### src/rtl/ifmap_read_scheduler.sv
// Walks a conv_size x conv_size x 2 ifmap window set, issuing reads (ts innermost) with a credit cap and a minimum gap.
// Requests issue same-cycle from registered state; stalls on req_ready=0, the outstanding cap, or the gap counter.
module ifmap_read_scheduler #(
    parameter int MAX_OUT = 4,
    parameter int FL_CYC  = 2
) (
    input  logic        clk,
    input  logic        rst,
    input  logic        cfg_valid,
    output logic        cfg_ready,
    input  logic [5:0]  cfg_conv_size,
    output logic        req_valid,
    input  logic        req_ready,
    output logic [12:0] req_addr,
    input  logic        rsp_valid,
    output logic        rsp_ready,
    output logic        busy,
    output logic        done,
    output logic [3:0]  outstanding
);

    localparam int GW = (FL_CYC < 1) ? 1 : $clog2(FL_CYC + 1);

    typedef enum logic [1:0] {
        IDLE  = 2'd0,
        ISSUE = 2'd1,
        DRAIN = 2'd2,
        DONE  = 2'd3
    } state_t;

    state_t          state_q;
    logic [5:0]      size_q;
    logic [5:0]      y_q;
    logic [5:0]      x_q;
    logic            ts_q;
    logic [GW-1:0]   gap_q;
    logic [3:0]      out_q;

    logic            req_acc;
    logic            rsp_acc;
    logic            last_x;
    logic            last_y;

    assign cfg_ready   = (state_q == IDLE);
    assign busy        = (state_q != IDLE);
    assign done        = (state_q == DONE);
    assign req_valid   = (state_q == ISSUE) && (out_q < 4'(MAX_OUT)) && (gap_q == '0);
    assign req_addr    = {y_q, x_q, ts_q};
    assign rsp_ready   = (out_q != 4'd0);
    assign outstanding = out_q;

    assign req_acc = req_valid && req_ready;
    // rsp_ready already gates on a non-zero count, so stray responses cannot underflow it
    assign rsp_acc = rsp_valid && rsp_ready;
    assign last_x  = (x_q == size_q - 6'd1);
    assign last_y  = (y_q == size_q - 6'd1);

    always_ff @(posedge clk or posedge rst) begin
        if (rst) begin
            state_q <= IDLE;
            size_q  <= 6'd0;
            y_q     <= 6'd0;
            x_q     <= 6'd0;
            ts_q    <= 1'b0;
            gap_q   <= '0;
            out_q   <= 4'd0;
        end else begin
            if (req_acc) begin
                gap_q <= GW'(FL_CYC);
            end else if (gap_q != '0) begin
                gap_q <= gap_q - GW'(1);
            end

            if (req_acc && !rsp_acc) begin
                out_q <= out_q + 4'd1;
            end else if (rsp_acc && !req_acc) begin
                out_q <= out_q - 4'd1;
            end

            case (state_q)
                IDLE: begin
                    if (cfg_valid) begin
                        size_q  <= cfg_conv_size;
                        y_q     <= 6'd0;
                        x_q     <= 6'd0;
                        ts_q    <= 1'b0;
                        state_q <= (cfg_conv_size == 6'd0) ? DONE : ISSUE;
                    end
                end
                ISSUE: begin
                    if (req_acc) begin
                        if (!ts_q) begin
                            ts_q <= 1'b1;
                        end else begin
                            ts_q <= 1'b0;
                            if (!last_x) begin
                                x_q <= x_q + 6'd1;
                            end else begin
                                x_q <= 6'd0;
                                if (!last_y) begin
                                    y_q <= y_q + 6'd1;
                                end else begin
                                    y_q     <= 6'd0;
                                    state_q <= DRAIN;
                                end
                            end
                        end
                    end
                end
                DRAIN: begin
                    if (out_q == 4'd0) begin
                        state_q <= DONE;
                    end
                end
                DONE: begin
                    state_q <= IDLE;
                end
                default: begin
                    state_q <= IDLE;
                end
            endcase
        end
    end

endmodule

### config.mk
export PLATFORM = sky130hd
export DESIGN_NAME = ifmap_read_scheduler
export DESIGN_NICKNAME = d
export VERILOG_FILES = /design/src/rtl/ifmap_read_scheduler.sv
export SDC_FILE = /design/constraint.sdc
export NUM_CORES = 1
export LEC_CHECK = 0
export CAP_MARGIN = 20
export CORE_AREA = 2 2 70 72
export CTS_CLUSTER_SIZE = 8
export DETAILED_ROUTE_END_ITERATION = 16
export DIE_AREA = 0 0 72 74
export GPL_ROUTABILITY_DRIVEN = 0
export PLACE_DENSITY = 0.65
export REMOVE_ABC_BUFFERS = 1
export SLEW_MARGIN = 5
export SYNTH_ARGS = -nofsm -noshare
export SYNTH_HDL_FRONTEND = slang
export SYNTH_SLANG_ARGS = --single-unit
### constraint.sdc
create_clock -name clk -period 2.8 [get_ports clk]
set_input_delay 0.28 -clock clk [delete_from_list [all_inputs] [get_ports clk]]
set_output_delay 0.28 -clock clk [all_outputs]
set_load 0.01 [all_outputs]
# Word level (Yosys, flattened, before mapping)
# Index checks and enable logic that the tools add are counted.
[word_totals] register_bits=27 input_bits=11 out_inout_bits=22 elab_cells=74
[classes] n_addsub=6 order_cmp=1 n_eq_ne=11 n_mux=26 n_reduce_logical=23
[op_table] op="$mux 6" n=8
[op_table] op="$pmux 6 s2" n=2
[op_table] op="$mux 2" n=9
[op_table] op="$add 6x1->6 const B" n=2
[op_table] op="$eq 6x6->1" n=2
[op_table] op="$ne 2x2->1 const B" n=6
[op_table] op="$reduce_bool 2->1" n=5
[op_table] op="$mux 4" n=2
[op_table] op="$pmux 2 s4" n=1
[op_table] op="$logic_and 1x1->1" n=6
[op_table] op="$logic_not 6->1" n=1
[op_table] op="$reduce_and 6->1" n=1
[op_table] op="$sub 6x1->6 const B" n=1
[op_table] op="$reduce_and 5->1" n=1
[op_table] op="$add 4x1->4 const B" n=1
[op_table] op="$eq 2x2->1 const B" n=2
[op_table] op="$logic_not 2->1" n=2
[op_table] op="$logic_not 4->1" n=1
[op_table] op="$lt 4x3->1 const B" n=1
[op_table] op="$reduce_and 4->1" n=1
[op_table] op="$reduce_bool 4->1" n=1
[op_table] op="$sub 4x1->4 const B" n=1
[op_table] op="$mux 1" n=3
[op_table] op="$reduce_and 3->1" n=1
[op_table] op="5 further kinds" n=6

# Longest topological paths before layout
# Gate-level depths: netlist of run 1.
[depth] depth_word=8 depth_mapped=14

# Least setup slack after synthesis of run 1
# Ideal clock, no wire load.
[synth_path] path_kind="register to register" startpoint="register state_q[1]" endpoint="register out_q[3], in the netlist outstanding[3]" setup_time_ns=0.126 arrival_time_ns=2.320 path_slack_ns=0.353 stages_incl_launch_ff=15 period_less_slack_ns=2.447 path_cell_list="dfrtp_1 -> inv_1 -> ha_1 -> buf_2 -> and3_1 -> nand2_1 -> inv_1 -> ha_1 -> inv_1 -> ha_1 -> a21o_1 -> a21oi_1 -> xnor2_1 -> nor2_1 -> xor2_1"
[synth_between] elab_chain_len=7 word_cells_on_any_way=9 cone_classes="eq/ne: 1; mux: 1; reduce/logical: 7"
[synth_rtl] element="start, declared" line_no="31" rtl="state_t state_q;"
[synth_rtl] element="start signal, assigned" line_no="87" rtl="state_q <= (cfg_conv_size == 6'd0) ? DONE : ISSUE;"
[synth_rtl] element="$eq 2x1->1 (*)" line_no="47" rtl="assign req_valid = (state_q == ISSUE) && (out_q < 4'(MAX_OUT)) && (gap_q == '0);"
[synth_rtl] element="$logic_and 1x1->1 (*) (2 in series)" line_no="47"
[synth_rtl] element="net req_valid" line_no="12" rtl="output logic req_valid,"
[synth_rtl] element="$logic_and 1x1->1 (*)" line_no="52" rtl="assign req_acc = req_valid && req_ready;"
[synth_rtl] element="$logic_not 1->1" line_no="76" rtl="end else if (rsp_acc && !req_acc) begin"
[synth_rtl] element="$logic_and 1x1->1" line_no="76"
[synth_rtl] element="$reduce_bool 2->1 (no line)"
[synth_rtl] element="end signal, assigned" line_no="75" rtl="out_q <= out_q + 4'd1;"
[synth_rtl] element="end signal, assigned" line_no="77" rtl="out_q <= out_q - 4'd1;"
[synth_rtl] element="end, declared" line_no="37" rtl="logic [3:0] out_q;"
# The timed path passes the listed nets; every way through them passes the cells marked *.
# A chain may end at the register's enable or synchronous reset.

# Worst setup path in the final report of run 1
[layout_path] startpoint="register state_q[0]" endpoint="register out_q[3], in the netlist outstanding[3]"
[layout_between] elab_chain_len=7 word_cells_on_any_way=9 cone_classes="eq/ne: 1; mux: 1; reduce/logical: 7"
[layout_rtl] element="$eq 2x1->1 (*)" line_no="47"
[layout_rtl] element="$logic_and 1x1->1 (*) (2 in series)" line_no="47"
[layout_rtl] element="$logic_and 1x1->1 (*)" line_no="52"
[layout_rtl] element="$logic_not 1->1" line_no="76"
[layout_rtl] element="$logic_and 1x1->1" line_no="76"
[layout_rtl] element="$reduce_bool 2->1 (no line)"
# Mark *: on every way between the ends. The rest lies on a longest branch, timed or not.

==> results of run 1 <==
area by class of cell:
class	instances	area, µm²	area share (%)
multi-input cells	141	1030	46.5
flip-flops and latches	27	676	30.5
repair buffers	35	343	15.5
well taps	54	67.6	3.05
inverters	13	48.8	2.20
clock buffers	3	41.3	1.87
clock inverters	1	7.51	0.339
report_power, final:
| part | switching (mW) | internal [mW] | total (mW) |
|---|---|---|---|
| logic | 0.647 | 0.612 | 1.26 |
| registers | 0.163 | 0.519 | 0.683 |
| clock network | 0.127 | 0.101 | 0.228 |
synth_stat cells (4+ instances only):
cell and number:
dfrtp_1 27, nand2_1 18, xnor2_1 18, inv_1 13, ha_1 11, nor2_1 11, o21ai_0 9, nand3_1 8
xor2_1 8, mux2_2 7, a21oi_1 5, nor3_1 5, nand2b_1 4, or4_1 4
layer usage:
| layer | vias to the layer above | part of all wire, % | GRT usage [%] |
|---|---|---|---|
| met3 | 4 | 2.1 | 1.63 |
| li1 | 713 | - | - |
| met1 | 640 | 52 | 22.5 |
| met2 | 24 | 44 | 22.2 |
| met4 | 0 | 1.5 | 6.50 |
| met5 | - | 0 | 0 |
per-stage QoR:
step	total power [mW]	setup WS, ns	hold slack [ns]	instances
2_1_floorplan	1.56	0.359	0.333	181
3_3_place_gp	1.95	0.444	0.469	270
3_5_place_dp	1.96	0.396	0.477	270
4_1_cts	2.19	0.375	0.363	274
5_1_grt	2.37	0.171	0.380	274
6_report	2.17	0.389	0.348	274
worst min path at each step:
stage / start / end / cells after the start
6_report: rst / x_q[2] / 3
3_3_place_gp: gap_q[0] / gap_q[0] / 1
4_1_cts: rst / x_q[2] / 3
3_5_place_dp: gap_q[0] / gap_q[0] / 1
2_1_floorplan: rst / gap_q[0] / 1
5_1_grt: rst / x_q[2] / 3
cells by family (layout without fill, tap and decap cells):
family                     after synthesis  after routing  synth area share, %
AOI/OAI and AO/OA                       30             30                 11.3
and+or+nand+nor                         64             64                 19.5
buffers and inverters                   16             52                 3.67
muxes                                    9              9                 5.58
DFF                                     27             27                 38.2
adders and majority gates               12             12                 8.90
xor gates and xnor gates                26             26                 12.9
sequential cells by signal (all words and copies together) (netlist names):
register     cells
size_q           6
gap_q            2
y_q              6
outstanding      4
ts_q             1
state_q          2
x_q              6
worst min-delay path, stage by stage:
cell and delay, ns:
clkdlybuf4s50_1 0.39, inv_1 0.05, buf_4 0.32
==> reports/results.ini, run 1 <==
[sta]
fmax_ghz=0.415
period_share_pct=86.1
skew_ns=0.00619
tns_ns=0
fin_crit_ns=2.41
hold_viol_final=0
grt_setup_unrepaired=false
worst_pin_slew_ns=0.450
setup_violations=0
slew_headroom_pct=69.6
slew_viol_final=0

[yosys]
async_flop_share_pct=100
syn_area_per_cell_um2=9.62
yosys-top-cells-area=dfrtp_1, xnor2_1, ha_1
synth_top_area_cell=dfrtp_1
synth_ff_type=dfrtp_1
syn_area_um2=1770
synth_top_area_share_pct=38.2
ys_ff_latch=27
synth_edf_count=0
ys_seq_area_share_pct=38.2
synthCells=184
yosys_warnings=0
synth_cell_types=40

[route]
finalWirelength_um=3630
drt_iter0_markers=54
firstDrtPassIters=4
wl_per_cell_um=13.3
viasPerCell=5.04
postRouteAntennaNets=0
num_vias=1381
drc=0

[critical_path]
worstRegToRegCells=12
cp.depth=12
endpoint=outstanding[3]
path_cells=ha_1 > and3_1 > nand2_1 > inv_1 > ha_1 > inv_1 > ha_1 > a21o_1 > a21oi_1 > xnor2_1 > nor2_1 > xor2_1
critPathMaxStageDelay_ns=0.45
slowest_stage=dfrtp_1
rr_startpoint=state_q[0]
critPathKind=reg2reg
worstPathRequired_ns=2.96
crit_buf_inv=2
r2r_slack_ns=0.39
path_delay_family=adder cells
cp_common_cell=ha_1
cp-startpoint=state_q[0]
critPathArrivalTime_ns=2.58
endpoint_kind=flip-flop
worstPathMaxFanout=5
startpoint_type=flip-flop
worstReg2RegEnd=outstanding[3]

[floorplanning]
die_h_um=74
dieArea_um2=5330
rows=25
start_util_pct=38.5
core_um2=4600
ioPinCount=33
dieWidth_um=72

[layout]
syn2layout_area_growth_pct=25.0
final_util_pct=48.1
nFillCells=435
layout_commonest_cell=clkdlybuf4s50_1
nNetsFinal=244
design_area_um2=2210
most-common-layout-cells=clkdlybuf4s50_1, dfrtp_1, xnor2_1, nand2_1, inv_1
drive_above_1_share_pct=9.09
diodes=0

[clock_tree]
cts.path.max_buffers=2
post_cts_resized=0
cts_tree=built
post_cts_buffers=0
root_buffer=clkbuf_8
path_clk_slew_ns=0.10
ctsHoldBuffers=0
h-tree-depth=1
cts_made_buffers=3
clock_sinks=27
clk_latency_ns=0.28

[pwr]
pwr_density_cell_nw_per_um2=980
irDropWorstVdd_v=0.000376
p_leak_nw=0.939

[place]
dp_hpwl_um=2840
placed_area_um2=2160
port_buffers=32

[global_routing]
antenna_found_initial=0
grt_pass1_vias=1313
grt_max_degree=28
grt_usage_pct=15.1
overflow=0
grt_pass1_wl_um=6370

[job]
maxCapViolations=0

[run_status]
outcome=finished, final reports clean

[worst_hold_path]
hp-class=in2async

(Power assumes the default switching activity.)
==> inputs of run 2 (changes only) <==
--- a/config.mk
+++ b/config.mk
@@ -6,10 +6,10 @@
 export NUM_CORES = 1
 export LEC_CHECK = 0
 export CAP_MARGIN = 20
-export CORE_AREA = 2 2 70 72
+export CORE_AREA = 2 2 78 65
 export CTS_CLUSTER_SIZE = 8
 export DETAILED_ROUTE_END_ITERATION = 16
-export DIE_AREA = 0 0 72 74
+export DIE_AREA = 0 0 80 67
 export GPL_ROUTABILITY_DRIVEN = 0
 export PLACE_DENSITY = 0.65
 export REMOVE_ABC_BUFFERS = 1
==> reports/results.ini, run 2 (synthesis gave the netlist of run 1 again) <==
[sta]
slew_viol_final=0  ; unchanged
skew_ns=0.00349  ; was 0.00619 ns
tns_ns=0  ; unchanged
holdWs_ns=0.351  ; was 0.348 ns
slew_headroom_pct=65.8  ; was 69.6%
period_share_pct=86.6  ; was 86.1%
worst_pin_slew_ns=0.508  ; was 0.450 ns
hold_viol_final=0  ; unchanged
setup_violations=0  ; unchanged
grt_setup_unrepaired=false  ; unchanged
fmax_ghz=0.412  ; was 0.415 GHz
fin_crit_ns=2.43  ; was 2.41 ns

[critical_path]
r2r_slack_ns=0.37  ; was 0.39 ns
worstRegToRegCells=13  ; was 12
crit_buf_inv=3  ; was 2
endpoint_kind=flip-flop  ; unchanged
path_delay_family=adder cells  ; unchanged
slowest_stage=dfrtp_1  ; unchanged
critPathMaxStageDelay_ns=0.42  ; was 0.45 ns
critPathKind=reg2reg  ; unchanged
worstPathRequired_ns=2.97  ; was 2.96 ns
critPathArrivalTime_ns=2.60  ; was 2.58 ns
worstReg2RegEnd=outstanding[3]  ; unchanged
rr_startpoint=state_q[1]  ; was state_q[0]
endpoint=outstanding[3]  ; unchanged
path_cells=inv_1 > ha_1 > and3_1 > nand2_1 > inv_1 > ha_1 > inv_1 > ha_1 > a21o_1 > a21oi_1 > xnor2_1 > nor2_1 > xor2_1  ; was ha_1 > and3_1 > nand2_1 > inv_1 > ha_1 > inv_1 > ha_1 > a21o_1 > a21oi_1 > xnor2_1 > nor2_1 > xor2_1
cp-startpoint=state_q[1]  ; was state_q[0]
startpoint_type=flip-flop  ; unchanged
worstPathMaxFanout=5  ; unchanged
cp.depth=13  ; was 12

[route]
wl_per_cell_um=13.4  ; was 13.3 µm
viasPerCell=5.06  ; was 5.04
drc=0  ; unchanged
drt_iter0_markers=59  ; was 54
firstDrtPassIters=4  ; unchanged
postRouteAntennaNets=0  ; unchanged
num_vias=1416  ; was 1381
finalWirelength_um=3740  ; was 3630 µm

[pwr]
pwr_density_cell_nw_per_um2=985  ; was 980 nW/µm²
irDropWorstVdd_v=0.000404  ; was 0.000376 V
p_leak_nw=0.940  ; was 0.939 nW

[global_routing]
antenna_found_initial=0  ; unchanged
grt_usage_pct=15.5  ; was 15.1%
grt_pass1_vias=1335  ; was 1313
grt_pass1_wl_um=6420  ; was 6370 µm
grt_max_degree=28  ; unchanged
overflow=0  ; unchanged

[floorplanning]
dieArea_um2=5360  ; was 5330 µm²
die_h_um=67  ; was 74 µm
dieWidth_um=80  ; was 72 µm
start_util_pct=39.2  ; was 38.5%
ioPinCount=33  ; unchanged
rows=22  ; was 25
core_um2=4510  ; was 4600 µm²

[worst_hold_path]
hp-class=in2async  ; unchanged

[layout]
drive_above_1_share_pct=8.64  ; was 9.09%
syn2layout_area_growth_pct=25.2  ; was 25.0%
diodes=0  ; unchanged
largestRegisters=size_q x6, x_q x6, y_q x6  ; unchanged
layout_commonest_cell=clkdlybuf4s50_1  ; unchanged
nNetsFinal=244  ; unchanged
nFillCells=440  ; was 435
most-common-layout-cells=clkdlybuf4s50_1, dfrtp_1, xnor2_1, nand2_1, inv_1  ; unchanged

[clock_tree]
h-tree-depth=1  ; unchanged
cts.path.max_buffers=2  ; unchanged
ctsHoldBuffers=0  ; unchanged
root_buffer=clkbuf_8  ; unchanged
post_cts_buffers=0  ; unchanged
post_cts_resized=0  ; unchanged
cts_tree=built  ; unchanged
clk_latency_ns=0.28  ; about the same
path_clk_slew_ns=0.10  ; about the same
clock_sinks=27  ; unchanged
cts_made_buffers=3  ; unchanged

[job]
maxCapViolations=0  ; unchanged

[place]
port_buffers=32  ; unchanged
dp_hpwl_um=2890  ; was 2840 µm

[run_status]
outcome=finished, final reports clean  ; unchanged

==> run 2: cell count changes in the layout (fill, tap and decap cells not counted) <==
cell	change
clkbuf_1	+1
clkinvlp_4	-1
==> run 2: worst reg2reg max path: stages (launching register included) <==
cell     delay [ns]
dfrtp_1        0.42
inv_1          0.08
ha_1           0.19
and3_1         0.18
nand2_1        0.14
inv_1          0.06
ha_1           0.22
inv_1          0.12
ha_1           0.24
a21o_1         0.17
a21oi_1        0.16
xnor2_1        0.13
nor2_1         0.06
xor2_1         0.14
==> run 2: how the worst min path moves through the flow <==
stage / from / endpoint / depth (start not counted)
3_5_place_dp: gap_q[0] / gap_q[0] / 1
3_3_place_gp: gap_q[0] / gap_q[0] / 1
2_1_floorplan: rst / gap_q[0] / 1
4_1_cts: rst / gap_q[1] / 3
6_report: rst / gap_q[1] / 3
5_1_grt: rst / gap_q[1] / 3
==> run 2: power by group <==
part / switching [mW] / total, mW / leakage, nW / internal [mW]
clock network: 0.129 / 0.231 / 0.0228 / 0.102
logic: 0.656 / 1.27 / 0.571 / 0.612
registers: 0.165 / 0.685 / 0.346 / 0.519
total: 0.950 / 2.18 / 0.940 / 1.23
==> run 2: final cells by class <==
type	instances	area (µm²)	share of cell area (%)
Clock buffer	4	45.0	2.03
Timing Repair Buffer	35	343	15.5
Sequential cell	27	676	30.5
Inverter	13	48.8	2.20
Multi-Input combinational cell	141	1030	46.4
Tap cell	60	75.1	3.39
==> run 2: routing by layer <==
layer / up-vias / part of all wire [%] / track usage [%]
li1: 710 / - / -
met1: 669 / 53 / 22.9
met2: 33 / 41 / 22.4
met3: 4 / 4.2 / 3.25
met4: 0 / 0.83 / 4.87
met5: - / 0 / 0
==> run 2: per-stage QoR <==
step,utilization (%),cells,setup WS [ns],power (mW),cell area (µm²)
2_1_floorplan,-,181,0.359,1.56,1750
3_3_place_gp,48.1,276,0.428,1.95,2170
3_5_place_dp,48.1,276,0.375,1.96,2170
4_1_cts,49.1,280,0.354,2.20,2220
5_1_grt,49.1,280,0.143,2.37,2220
6_report,49.1,280,0.374,2.18,2220
==> inputs of run 3 (changes only) <==
--- a/config.mk
+++ b/config.mk
@@ -12,8 +12,10 @@
 export DIE_AREA = 0 0 80 67
 export GPL_ROUTABILITY_DRIVEN = 0
 export PLACE_DENSITY = 0.65
+export RECOVER_POWER = 25
 export REMOVE_ABC_BUFFERS = 1
 export SLEW_MARGIN = 5
 export SYNTH_ARGS = -nofsm -noshare
 export SYNTH_HDL_FRONTEND = slang
 export SYNTH_SLANG_ARGS = --single-unit
+export TNS_END_PERCENT = 50
==> reports/results.ini, run 3 (synthesis gave the netlist of run 1 again) <==
[global_routing]
antenna_found_initial=0  ; unchanged
grt_usage_pct=15.5  ; unchanged
overflow=0  ; unchanged
grt_pass1_wl_um=6420  ; unchanged
grt_max_degree=28  ; unchanged
grt_pass1_vias=1335  ; unchanged

[sta]
setup_slack_ns=0.374  ; unchanged
skew_ns=0.00349  ; unchanged
hold_viol_final=0  ; unchanged
tns_ns=0  ; unchanged
fin_crit_ns=2.43  ; unchanged
slew_viol_final=0  ; unchanged
holdWs_ns=0.484  ; was 0.351 ns
slew_headroom_pct=1.05  ; was 65.8%
period_share_pct=86.6  ; unchanged
fmax_ghz=0.412  ; unchanged
setup_violations=0  ; unchanged
grt_setup_unrepaired=false  ; unchanged
worst_pin_slew_ns=1.48  ; was 0.508 ns

[layout]
diodes=0  ; unchanged
syn2layout_area_growth_pct=25.0  ; was 25.2%
drive_above_1_share_pct=8.18  ; was 8.64%
largestRegisters=size_q x6, x_q x6, y_q x6  ; unchanged
finalNonFillerCells=280  ; unchanged
most-common-layout-cells=clkdlybuf4s50_1, dfrtp_1, xnor2_1, nand2_1, inv_1  ; unchanged
layout_commonest_cell=clkdlybuf4s50_1  ; unchanged
nFillCells=442  ; was 440
nNetsFinal=244  ; unchanged

[clock_tree]
root_buffer=clkbuf_8  ; unchanged
cts_tree=built  ; unchanged
ctsHoldBuffers=0  ; unchanged
h-tree-depth=1  ; unchanged
clock_sinks=27  ; unchanged
cts.path.max_buffers=2  ; unchanged
path_clk_slew_ns=0.10  ; about the same
post_cts_resized=0  ; unchanged
cts_made_buffers=3  ; unchanged
post_cts_buffers=0  ; unchanged
clk_latency_ns=0.28  ; about the same

[floorplanning]
core_um2=4510  ; unchanged
ioPinCount=33  ; unchanged
rows=22  ; unchanged
die_h_um=67  ; unchanged
dieWidth_um=80  ; unchanged
start_util_pct=39.2  ; unchanged
dieArea_um2=5360  ; unchanged

[route]
postRouteAntennaNets=0  ; unchanged
firstDrtPassIters=4  ; unchanged
drc=0  ; unchanged
num_vias=1415  ; was 1416
wl_per_cell_um=13.4  ; about the same
drt_iter0_markers=58  ; was 59
viasPerCell=5.05  ; was 5.06
finalWirelength_um=3740  ; about the same

[job]
maxCapViolations=0  ; unchanged

[pwr]
p_leak_nw=0.937  ; was 0.940 nW
irDropWorstVdd_v=0.000404  ; about the same
total_power_mw=2.18  ; about the same
p_seq_share_pct=31.4  ; about the same
p_sw_share_pct=43.5  ; about the same
p_int_mw=1.23  ; about the same
pwr_density_cell_nw_per_um2=986  ; was 985 nW/µm²
p_switching_mw=0.950  ; about the same
pwr-share-clk_pct=10.6  ; about the same
power_frac_comb_pct=58.0  ; was 58.1%

[critical_path]
critPathMaxStageDelay_ns=0.42  ; about the same
startpoint_type=flip-flop  ; unchanged
path_delay_family=adder cells  ; unchanged
worstPathMaxFanout=5  ; unchanged
worstPathRequired_ns=2.97  ; about the same
path_cells=inv_1 > ha_1 > and3_1 > nand2_1 > inv_1 > ha_1 > inv_1 > ha_1 > a21o_1 > a21oi_1 > xnor2_1 > nor2_1 > xor2_1  ; unchanged
slowest_stage=dfrtp_1  ; unchanged
critPathKind=reg2reg  ; unchanged
endpoint_kind=flip-flop  ; unchanged
critPathArrivalTime_ns=2.60  ; about the same
crit_buf_inv=3  ; unchanged

[worst_hold_path]
hp-class=reg2reg  ; was in2async

[place]
place_ws_ns=0.375  ; unchanged
dpl.cell_count=276  ; unchanged
dp_hpwl_um=2890  ; unchanged
port_buffers=32  ; unchanged

[run_status]
outcome=finished, final reports clean  ; unchanged

run 3: metrics by stage:
step | utilization [%] | area, µm²
floorplan | - | 1750
global placement | 48.1 | 2170
detailed placement | 48.1 | 2170
CTS | 49.1 | 2220
global route | 49.0 | 2210
finish | 49.0 | 2210
run 3: final timing paths:
| path | startpoint | to | slack (ns) | cells after the start |
|---|---|---|---|---|
| max | state_q[1] | outstanding[3] | 0.37 | 13 |
| min | gap_q[0] | gap_q[0] | 0.48 | 1 |
| max reg2reg | state_q[1] | outstanding[3] | 0.37 | 13 |
| min reg2reg | gap_q[0] | gap_q[0] | 0.48 | 1 |
| max in group asynchronous | rst | y_q[5] | 1.00 | 3 |
| min in group asynchronous | rst | x_q[4] | 0.94 | 3 |
run 3: area by class of cell:
cell class                      count  area (µm²)  share of cell area (%)
Multi-Input combinational cell    141        1030                    46.5
Tap cell                           60        75.1                    3.39
Sequential cell                    27         676                    30.5
Timing Repair Buffer               35         339                    15.3
Inverter                           13        48.8                    2.20
Clock buffer                        4        45.0                    2.04
run 3: routing by layer:
metal / track usage [%] / vias up / wire length, µm
met5: 0 / - / 0
met4: 4.87 / 0 / 31
met3: 3.25 / 4 / 158
met2: 22.4 / 33 / 1560
met1: 22.9 / 668 / 1990
li1: - / 710 / -
run 3: power groups by stage:
stage | clock network, mW | logic, mW | registers (mW)
after detailed placement | 0 | 1.26 | 0.695
final | 0.231 | 1.27 | 0.685
after global routing | 0.253 | 1.40 | 0.712
after CTS | 0.238 | 1.28 | 0.686
after floorplan | 0 | 0.875 | 0.682
after global placement | 0 | 1.26 | 0.692
==> variant (settings of run 3) <==
Re-encode `state_t` (4 states) as one-hot, 4 bits wide.
--- a/src/rtl/ifmap_read_scheduler.sv
+++ b/src/rtl/ifmap_read_scheduler.sv
@@ -21,11 +21,11 @@
 
     localparam int GW = (FL_CYC < 1) ? 1 : $clog2(FL_CYC + 1);
 
-    typedef enum logic [1:0] {
-        IDLE  = 2'd0,
-        ISSUE = 2'd1,
-        DRAIN = 2'd2,
-        DONE  = 2'd3
+    typedef enum logic [3:0] {
+        IDLE  = 4'b0001,
+        ISSUE = 4'b0010,
+        DRAIN = 4'b0100,
+        DONE  = 4'b1000
     } state_t;
 
     state_t          state_q;
Formal check against the unedited RTL: same outputs for any inputs over 10 cycles, from zero or initial values and one cycle with rst high; not proved beyond that.
==> variant against run 3 <==
Fmax fell by 5.1%. Design area is 4.6% higher. Synthesized area grew 4.2%. Clock power is 48% higher. Wire length up 2.6%. Worst setup slack got worse by 0.13 ns. Utilization rose by 2.2 points. Power decreased by 6.1%. The run now ends with capacitance limit, slew limit left. Hold slack worse by 0.012 ns. Global-route usage grew 0.88 points. Clock skew increased by 0.0017 ns. Highest routed layer unchanged. Sequential cell count up 2.
==> variant: results (changes against run 3) <==
{| class="wikitable"
! Metric !! Value
|-
| Violated checks || capacitance limit, slew limit
|-
| Cell types with the highest counts after synthesis || sky130_fd_sc_hd__dfrtp_1, sky130_fd_sc_hd__inv_1, sky130_fd_sc_hd__nor2_1, sky130_fd_sc_hd__nand2_1, sky130_fd_sc_hd__xnor2_1
|-
| Fin. max-slew vios || 30 (+30)
|-
| Clock-pin transition on the worst setup and hold timing paths || 0.06 ns (-0.04 ns)
|-
| Share of cells above drive strength 1 || 0.0917 (+0.00992)
|-
| Switching pwr || 0.788 mW (-17%)
|-
| Reg2Reg Setup Slack || 0.24 ns (-0.13 ns)
|-
| DP HPWL || 2.87 mm (-0.48%)
|-
| Vias in the first global route || 1343 (+0.60%)
|-
| First-pass GRT wire length || 6.59 mm (+2.6%)
|-
| Total detailed-routing wirelength || 3.84 mm (+2.6%)
|-
| Arrival time at the worst endpoint || 2.72 ns (+0.12 ns)
|-
| GRT Resource Usage Total || 0.164 (+0.00878)
|-
| Outcome || complete, but fails checks
|-
| Pin count of the biggest net entering global routing || 30 (+7.1%)
|-
| Worst setup startpoint || gap_q[0]
|-
| Worst r2r path cells || 12 (-1)
|-
| TritonCTS Buffers || 5 (+2)
|-
| Count of maximum capacitance violations || 1 (+1)
|-
| Leakage dissipation || 0.987 nW (+5.3%)
|-
| Clk_skew || 0.00518 ns (+0.00169 ns)
|-
| Critical Path Max Stage Delay || 0.38 ns (-0.04 ns)
|-
| Transition time of the tightest slew-check pin || 1.59 ns (+0.101 ns)
|-
| Top cells by area, synth || sky130_fd_sc_hd__dfrtp_1, sky130_fd_sc_hd__xnor2_1, sky130_fd_sc_hd__xor2_1, sky130_fd_sc_hd__ha_1, sky130_fd_sc_hd__mux2_2
|-
| Peak ir drop on the vdd network || 0.469 mV (+16%)
|}
==> variant: cell count changes in the layout (fill, tap and decap cells not counted), sizes merged, moves of 4 or more <==
cell   delta
nand2     -7
xnor2     -6
ha        -4
nand3     -4
nand4     +4
o21ai     -4
==> variant: metrics by stage <==
stage / hold WS, ns / util / cell area, um2 / worst slack [ns] / cells
after CTS: 0.397 / 0.514 / 2320 / 0.237 / 278
after floorplan: 0.357 / - / 1830 / 0.348 / 178
after global routing: 0.514 / 0.513 / 2310 / 0.0321 / 278
after global placement: 0.461 / 0.494 / 2230 / 0.243 / 271
after detailed placement: 0.470 / 0.494 / 2230 / 0.159 / 271
final: 0.472 / 0.513 / 2310 / 0.244 / 278
==> variant: metal layers <==
layer | up-vias | GRT usage
met3 | 6 | 0.0501
met5 | - | 0
met4 | 0 | 0.0614
met2 | 38 | 0.232
met1 | 699 | 0.232
li1 | 711 | -
==> variant: kinds of logic (layout without fill, tap and decap cells) <==
logic type,after synthesis,after routing,synth area share
AO/OA/AOI/OAI,27,27,0.103
XOR/XNOR,26,26,0.146
adder cells (fa/ha/maj),8,8,0.0583
multiplexers,9,9,0.0536
buffers and inverters,17,54,0.0366
flip-flops,29,29,0.394
AND/OR/NAND/NOR,65,65,0.208
==> variant: power groups by stage <==
stage          Combinational [mW]  Clock (mW)  Sequential (mW)
6_report                     1.00       0.343            0.703
4_1_cts                      1.01       0.354            0.702
5_1_grt                      1.12       0.383            0.725
2_1_floorplan               0.729           0            0.687
3_5_place_dp                 1.01           0            0.708
3_3_place_gp                0.994           0            0.707
==> variant: cell type report <==
class / instances / area (um2)
clock buffers: 7 / 86.3
fillers: 434 / 2200
inverters: 14 / 52.6
multi-input cells: 135 / 1050
flip-flops and latches: 29 / 727
well taps: 60 / 75.1
repair buffers: 33 / 324
